$ cat config.mk
export PLATFORM = sky130hd
export DESIGN_NAME = rr_grant_arbiter8
export DESIGN_NICKNAME = d
export VERILOG_FILES = /design/src/rtl/rr_grant_arbiter8.sv
export SDC_FILE = /design/constraint.sdc
export NUM_CORES = 1
export LEC_CHECK = 0
export ABC_CLOCK_PERIOD_IN_PS = 4300
export CAP_MARGIN = 20
export CORE_UTILIZATION = 55
export CTS_CLUSTER_DIAMETER = 200
export CTS_CLUSTER_SIZE = 16
export DETAILED_ROUTE_END_ITERATION = 10
export PLACE_DENSITY = 0.77
export SETUP_SLACK_MARGIN = 0.15
export SLEW_MARGIN = 20
export SYNTH_ARGS = -nofsm -noshare
export SYNTH_HDL_FRONTEND = slang
export SYNTH_SLANG_ARGS = --single-unit
export TNS_END_PERCENT = 100
$ cat constraint.sdc
create_clock -name clk -period 4.3 [get_ports clk]
set_input_delay 0.43 -clock clk [delete_from_list [all_inputs] [get_ports clk]]
set_output_delay 0.43 -clock clk [all_outputs]
set_load 0.005 [all_outputs]
$ cat src/rtl/rr_grant_arbiter8.sv
// Round-robin arbiter: 8 requesters share one resource, with an optional hold timeout.
// Ports:
//   clk, rst (sync, active-high), req[7:0]
//   grant[7:0] one-hot, grant_idx[2:0], grant_valid, timeout (1-cycle pulse), busy
module rr_grant_arbiter8 #(
    parameter int HOLD_W   = 16,
    parameter int MAX_HOLD = 256
) (
    input  logic       clk,
    input  logic       rst,
    input  logic [7:0] req,
    output logic [7:0] grant,
    output logic [2:0] grant_idx,
    output logic       grant_valid,
    output logic       timeout,
    output logic       busy
);

    typedef enum logic {
        ST_IDLE,
        ST_GRANT
    } state_t;

    // Last hold count before a forced release; unused when MAX_HOLD is 0.
    localparam int                HOLD_LAST_I = (MAX_HOLD == 0) ? 0 : MAX_HOLD - 1;
    localparam logic [HOLD_W-1:0] HOLD_LAST   = HOLD_LAST_I[HOLD_W-1:0];
    localparam logic              HOLD_EN     = (MAX_HOLD != 0);

    state_t            state_q, state_d;
    logic [2:0]        ptr_q, ptr_d;
    logic [HOLD_W-1:0] hold_cnt_q, hold_cnt_d;
    logic [7:0]        grant_q, grant_d;
    logic [2:0]        grant_idx_q, grant_idx_d;
    logic              valid_q, valid_d;
    logic              timeout_q, timeout_d;

    logic       win_found;
    logic [2:0] win_idx;
    logic [2:0] cand;
    logic       owner_drop;
    logic       hold_expired;

    // Scan ptr+1, ptr+2, ... wrapping; the last winner (ptr) is checked last.
    always_comb begin
        win_found = 1'b0;
        win_idx   = 3'd0;
        cand      = 3'd0;
        for (int i = 1; i <= 8; i++) begin
            cand = ptr_q + 3'(i);
            if (!win_found && req[cand]) begin
                win_found = 1'b1;
                win_idx   = cand;
            end
        end
    end

    always_comb begin
        owner_drop   = !req[grant_idx_q];
        hold_expired = HOLD_EN && (hold_cnt_q == HOLD_LAST);
    end

    always_comb begin
        state_d     = state_q;
        ptr_d       = ptr_q;
        hold_cnt_d  = hold_cnt_q;
        grant_d     = grant_q;
        grant_idx_d = grant_idx_q;
        valid_d     = valid_q;
        timeout_d   = 1'b0;
        unique case (state_q)
            ST_IDLE: begin
                if (win_found) begin
                    state_d     = ST_GRANT;
                    grant_d     = 8'b1 << win_idx;
                    grant_idx_d = win_idx;
                    valid_d     = 1'b1;
                    ptr_d       = win_idx;
                    hold_cnt_d  = '0;
                end
            end
            ST_GRANT: begin
                if (owner_drop || hold_expired) begin
                    state_d     = ST_IDLE;
                    grant_d     = 8'd0;
                    grant_idx_d = 3'd0;
                    valid_d     = 1'b0;
                    // A voluntary drop wins over an expiry in the same cycle.
                    timeout_d   = !owner_drop;
                end else if (hold_cnt_q != '1) begin
                    hold_cnt_d = hold_cnt_q + 1'b1;
                end
            end
            default: begin
                state_d = ST_IDLE;
            end
        endcase
    end

    always_ff @(posedge clk) begin
        if (rst) begin
            state_q     <= ST_IDLE;
            ptr_q       <= 3'd7;
            hold_cnt_q  <= '0;
            grant_q     <= 8'd0;
            grant_idx_q <= 3'd0;
            valid_q     <= 1'b0;
            timeout_q   <= 1'b0;
        end else begin
            state_q     <= state_d;
            ptr_q       <= ptr_d;
            hold_cnt_q  <= hold_cnt_d;
            grant_q     <= grant_d;
            grant_idx_q <= grant_idx_d;
            valid_q     <= valid_d;
            timeout_q   <= timeout_d;
        end
    end

    assign grant       = grant_q;
    assign grant_idx   = grant_idx_q;
    assign grant_valid = valid_q;
    assign timeout     = timeout_q;
    assign busy        = valid_q;

endmodule

==> results.sh <==
export IMPL_result_of_the_run="complete, no violations"
export IMPL_dr_wl_met2_um=2777
export IMPL_async_flop_share=0
export IMPL_synthAdderAreaFrac=0.01582
export IMPL_worst_setup_path_startpoint="ptr_q[0]"
export IMPL_global_route_overflow_total=0
export IMPL_crit_arrival_ns=3.89
export IMPL_tns_ns=0
export IMPL_h_tree_depth=2
export IMPL_io_buffer_count=23
export IMPL_path_buf_inv=2
export IMPL_clk_root_buffer_cell="sky130_fd_sc_hd__clkbuf_8"
export IMPL_antenna_cells=0
export IMPL_netlist_top_cells_area="sky130_fd_sc_hd__dfxtp_1 (28%), sky130_fd_sc_hd__mux4_2 (11%), sky130_fd_sc_hd__mux2i_1 (5.5%)"
export IMPL_crit_path_max_fanout=14
export IMPL_synth_ff_type="sky130_fd_sc_hd__dfxtp_1"
export IMPL_die_area_sq_mm=0.004580
export IMPL_post_cts_setup_buffers=0
export IMPL_final_hold_viol_count=0
export IMPL_hold_buffers=0
export IMPL_synthXorXnorAreaFrac=0.04061
export IMPL_grt_start_max_net_pins=15
export IMPL_max_freq_mhz=269.2
export IMPL_rows=23
export IMPL_drt_pass1_iter_count=4
export IMPL_drc=0
export IMPL_final_worst_path_period_need_ns=3.714
export IMPL_synth_area_mux_share=0.1878
export IMPL_postRouteWirelength_um=5661
export IMPL_routed_via_count=2124
export IMPL_timing_critical_path_mode_cell="sky130_fd_sc_hd__inv_1"
export IMPL_cts_made_buffers=5
export IMPL_slew_at_the_pin_closest_to_its_max_slew_limit_ns=0.7042
export IMPL_leakage_nw=0.9588
export IMPL_final_max_slew_violation_count=0
export IMPL_gp_routability_congestion=0.8967
export IMPL_synth_top_cell_by_area="sky130_fd_sc_hd__dfxtp_1"
export IMPL_synth_top_family_by_area="compound AO/OA/AOI/OAI gates"
export IMPL_dp_cells=317
export IMPL_floorplan_die_width_um=67.68
export IMPL_synth_top_area_frac=0.2785
export IMPL_commonest_non_fill_non_tap_cell_in_the_layout="sky130_fd_sc_hd__dfxtp_1"
export IMPL_synthesis_yosys_warnings=0
export IMPL_sum_of_net_half_perimeters_after_detailed_placement_um=4143
export IMPL_synth_edf_count=0
export IMPL_mappedNetlistNets=269
export IMPL_floorplan_die_height_um=67.68
export IMPL_timing_critical_path_slowest_stage_cell="sky130_fd_sc_hd__dfxtp_1"
export IMPL_portion_of_the_post_synthesis_area_used_by_sequential_elements=0.2785
export IMPL_core_area_sq_mm=0.004058
export IMPL_crit_end="grant[0]"
export IMPL_pwr_density_cell_mw_per_mm2=727.5
export IMPL_avgRoutedWirePerCell_um=17.47
export IMPL_ys_seq_elements=33
export IMPL_hold_class="register to register"
export IMPL_worst_setup_path_end_kind="register"
export IMPL_grt_pass1_vias=1972
export IMPL_wl_met1_um=2500
export IMPL_total_track_usage=0.2721
export IMPL_area_share_of_and_or_nand_nor_cells_after_synthesis=0.1904
export IMPL_ff2ff_path_depth=9
export IMPL_r2r_end="grant[0]"
export IMPL_pin_count=24
export IMPL_number_of_distinct_standard_cells_referenced_by_the_synthesized_netlist=55
export IMPL_floorplan_initialDensity=0.5846
export IMPL_grt_antenna_before_repair=0
export IMPL_clk_pin_slew_ns=0.06
export IMPL_cpPeakStageDelay_ns=0.70
export IMPL_worst_ir_drop_vdd_uv=298.1
export IMPL_postRouteAntennaNets=0
export IMPL_grt_first_pass_wirelength_um=9218
export IMPL_skew_ns=0.005455
export IMPL_clock_latency_ns=0.29
export IMPL_cts_repair_resized=0
export IMPL_post_syn_area_sq_mm=0.002372
export IMPL_cp_top_family="compound AO/OA/AOI/OAI gates"
export IMPL_crit_path_launch_type="register"
export IMPL_critPathKind="register to register"
export IMPL_tritoncts_clock_tree="built"
export IMPL_setup_reg_to_reg_worst_slack_ns=0.59
export IMPL_fillerInstances=326
export IMPL_drtIter0Drc=172
export IMPL_critical_path_cell_chain="inv_1, ha_1, mux4_2, mux2i_1, a22o_1, a41o_1, inv_1, o211a_1, a32o_1"
export IMPL_cts_num_sinks=33
export IMPL_slew_headroom=0.5272
export IMPL_synthCells=256
export IMPL_total_setup_violations_reported_at_the_end_of_the_flow=0
export IMPL_met3_length_um=252
export IMPL_most_common_layout_cells="sky130_fd_sc_hd__dfxtp_1 (33), sky130_fd_sc_hd__clkdlybuf4s50_1 (23), sky130_fd_sc_hd__nor2_1 (21), sky130_fd_sc_hd__nand2_1 (19), sky130_fd_sc_hd__a21oi_1 (17)"
export IMPL_setup_repair_after_global_routing_missed_its_margin="false"
export IMPL_topRoutingLayerUsed="met4"
export IMPL_post_synthesis_compound_gate_area_fraction=0.2379
export IMPL_worstReg2RegStart="ptr_q[0]"
export IMPL_synthesis_area_per_instance_sq_um=9.267
export IMPL_stdcell_count=324
export IMPL_required_ns=4.48
export IMPL_layout_nets=287
export IMPL_area_added_between_synthesis_and_finish_pct=13.13
export IMPL_worst_path_stages=9
export IMPL_timing_max_cap_violations=0
export IMPL_vias_per_cell=6.556
export IMPL_period_share=0.8638
export IMPL_layout_drive_gt1_share=0.1168
export IMPL_clockBufferDepth=2
==> state kept, by name, summed over array words and instances, names as in the netlist <==
register and cells:
hold_cnt_q 16, grant 8, grant_idx 3, ptr_q 3
busy 1, state_q 1, timeout 1
==> worst reg2reg max path: stages (launching register included) <==
cell and delay, ns:
sky130_fd_sc_hd__dfxtp_1 0.70, sky130_fd_sc_hd__inv_1 0.22, sky130_fd_sc_hd__ha_1 0.37, sky130_fd_sc_hd__mux4_2 0.59, sky130_fd_sc_hd__mux2i_1 0.27, sky130_fd_sc_hd__a22o_1 0.30
sky130_fd_sc_hd__a41o_1 0.46, sky130_fd_sc_hd__inv_1 0.21, sky130_fd_sc_hd__o211a_1 0.21, sky130_fd_sc_hd__a32o_1 0.27
==> final cells by class <==
| type | count | area, sq um | area share |
|---|---|---|---|
| Multi-Input combinational cell | 201 | 1595 | 0.5944 |
| Clock inverter | 1 | 7.507 | 0.002797 |
| Inverter | 8 | 30.03 | 0.01119 |
| Tap cell | 50 | 62.56 | 0.02331 |
| Sequential cell | 33 | 660.6 | 0.2462 |
| Timing Repair Buffer | 25 | 245.2 | 0.09138 |
| Clock buffer | 6 | 82.58 | 0.03077 |
==> logic make-up (layout without fill, tap and decap cells) <==
family	count (synthesis)	after routing
flops	33	33
fa+ha+maj	3	3
compound gates	72	72
buf+inv	22	40
mux	29	29
xor+xnor	11	11
simple gates	86	86
==> where the power goes <==
group / switching, mW / internal, mW / total, mW
clock: 0.111 / 0.126 / 0.237
sequential: 0.0862 / 0.364 / 0.450
combinational: 0.688 / 0.578 / 1.27
total: 0.885 / 1.07 / 1.95
==> cell usage after synthesis, types with 3 or more instances <==
cell / instances
sky130_fd_sc_hd__mux4_2: 12
sky130_fd_sc_hd__nand2_1: 19
sky130_fd_sc_hd__nand2b_1: 4
sky130_fd_sc_hd__ha_1: 3
sky130_fd_sc_hd__nor2_1: 21
sky130_fd_sc_hd__buf_6: 3
sky130_fd_sc_hd__a21o_1: 3
sky130_fd_sc_hd__xnor2_1: 9
sky130_fd_sc_hd__and2_1: 4
sky130_fd_sc_hd__a21oi_1: 17
sky130_fd_sc_hd__and3_1: 6
sky130_fd_sc_hd__inv_1: 8
sky130_fd_sc_hd__or3_1: 4
sky130_fd_sc_hd__mux2i_1: 13
sky130_fd_sc_hd__buf_2: 5
sky130_fd_sc_hd__a22oi_1: 5
sky130_fd_sc_hd__o21ai_0: 6
sky130_fd_sc_hd__a32o_1: 9
sky130_fd_sc_hd__mux2_2: 4
sky130_fd_sc_hd__clkbuf_1: 3
sky130_fd_sc_hd__nor3_1: 4
sky130_fd_sc_hd__and4_1: 5
sky130_fd_sc_hd__or4_1: 4
sky130_fd_sc_hd__dfxtp_1: 33
sky130_fd_sc_hd__nand3_1: 9
sky130_fd_sc_hd__o211ai_1: 4
sky130_fd_sc_hd__a211oi_1: 6
==> worst min-delay path by stage <==
stage	slack, ns	start	end	depth (start not counted)
after floorplan	0.45	hold_cnt_q[5]	hold_cnt_q[5]	2
after global placement	0.45	grant[1]	grant[1]	1
after detailed placement	0.46	grant[3]	grant[3]	1
after CTS	0.47	grant[3]	grant[3]	1
after global routing	0.50	grant[5]	grant[5]	1
final	0.47	grant[3]	grant[3]	1
==> per-layer routing <==
layer | vias to the layer above | GRT usage
met1 | 1019 | 0.3358
li1 | 1032 | -
met4 | 0 | 0.1170
met3 | 14 | 0.06419
met5 | - | 0
met2 | 59 | 0.4480
==> stage by stage <==
step	cell area [sq um]	setup slack, ns	power (mW)	utilization	hold slack [ns]
4_1_cts	2684	0.6228	1.950	0.6614	0.4732
6_report	2684	0.5856	1.953	0.6614	0.4698
2_1_floorplan	2372	0.8975	1.390	-	0.4478
5_1_grt	2684	0.3824	2.100	0.6614	0.5045
3_3_place_gp	2594	0.6586	1.694	0.6392	0.4523
3_5_place_dp	2594	0.6336	1.707	0.6392	0.4574
Power figures use the tool's default switching activity.
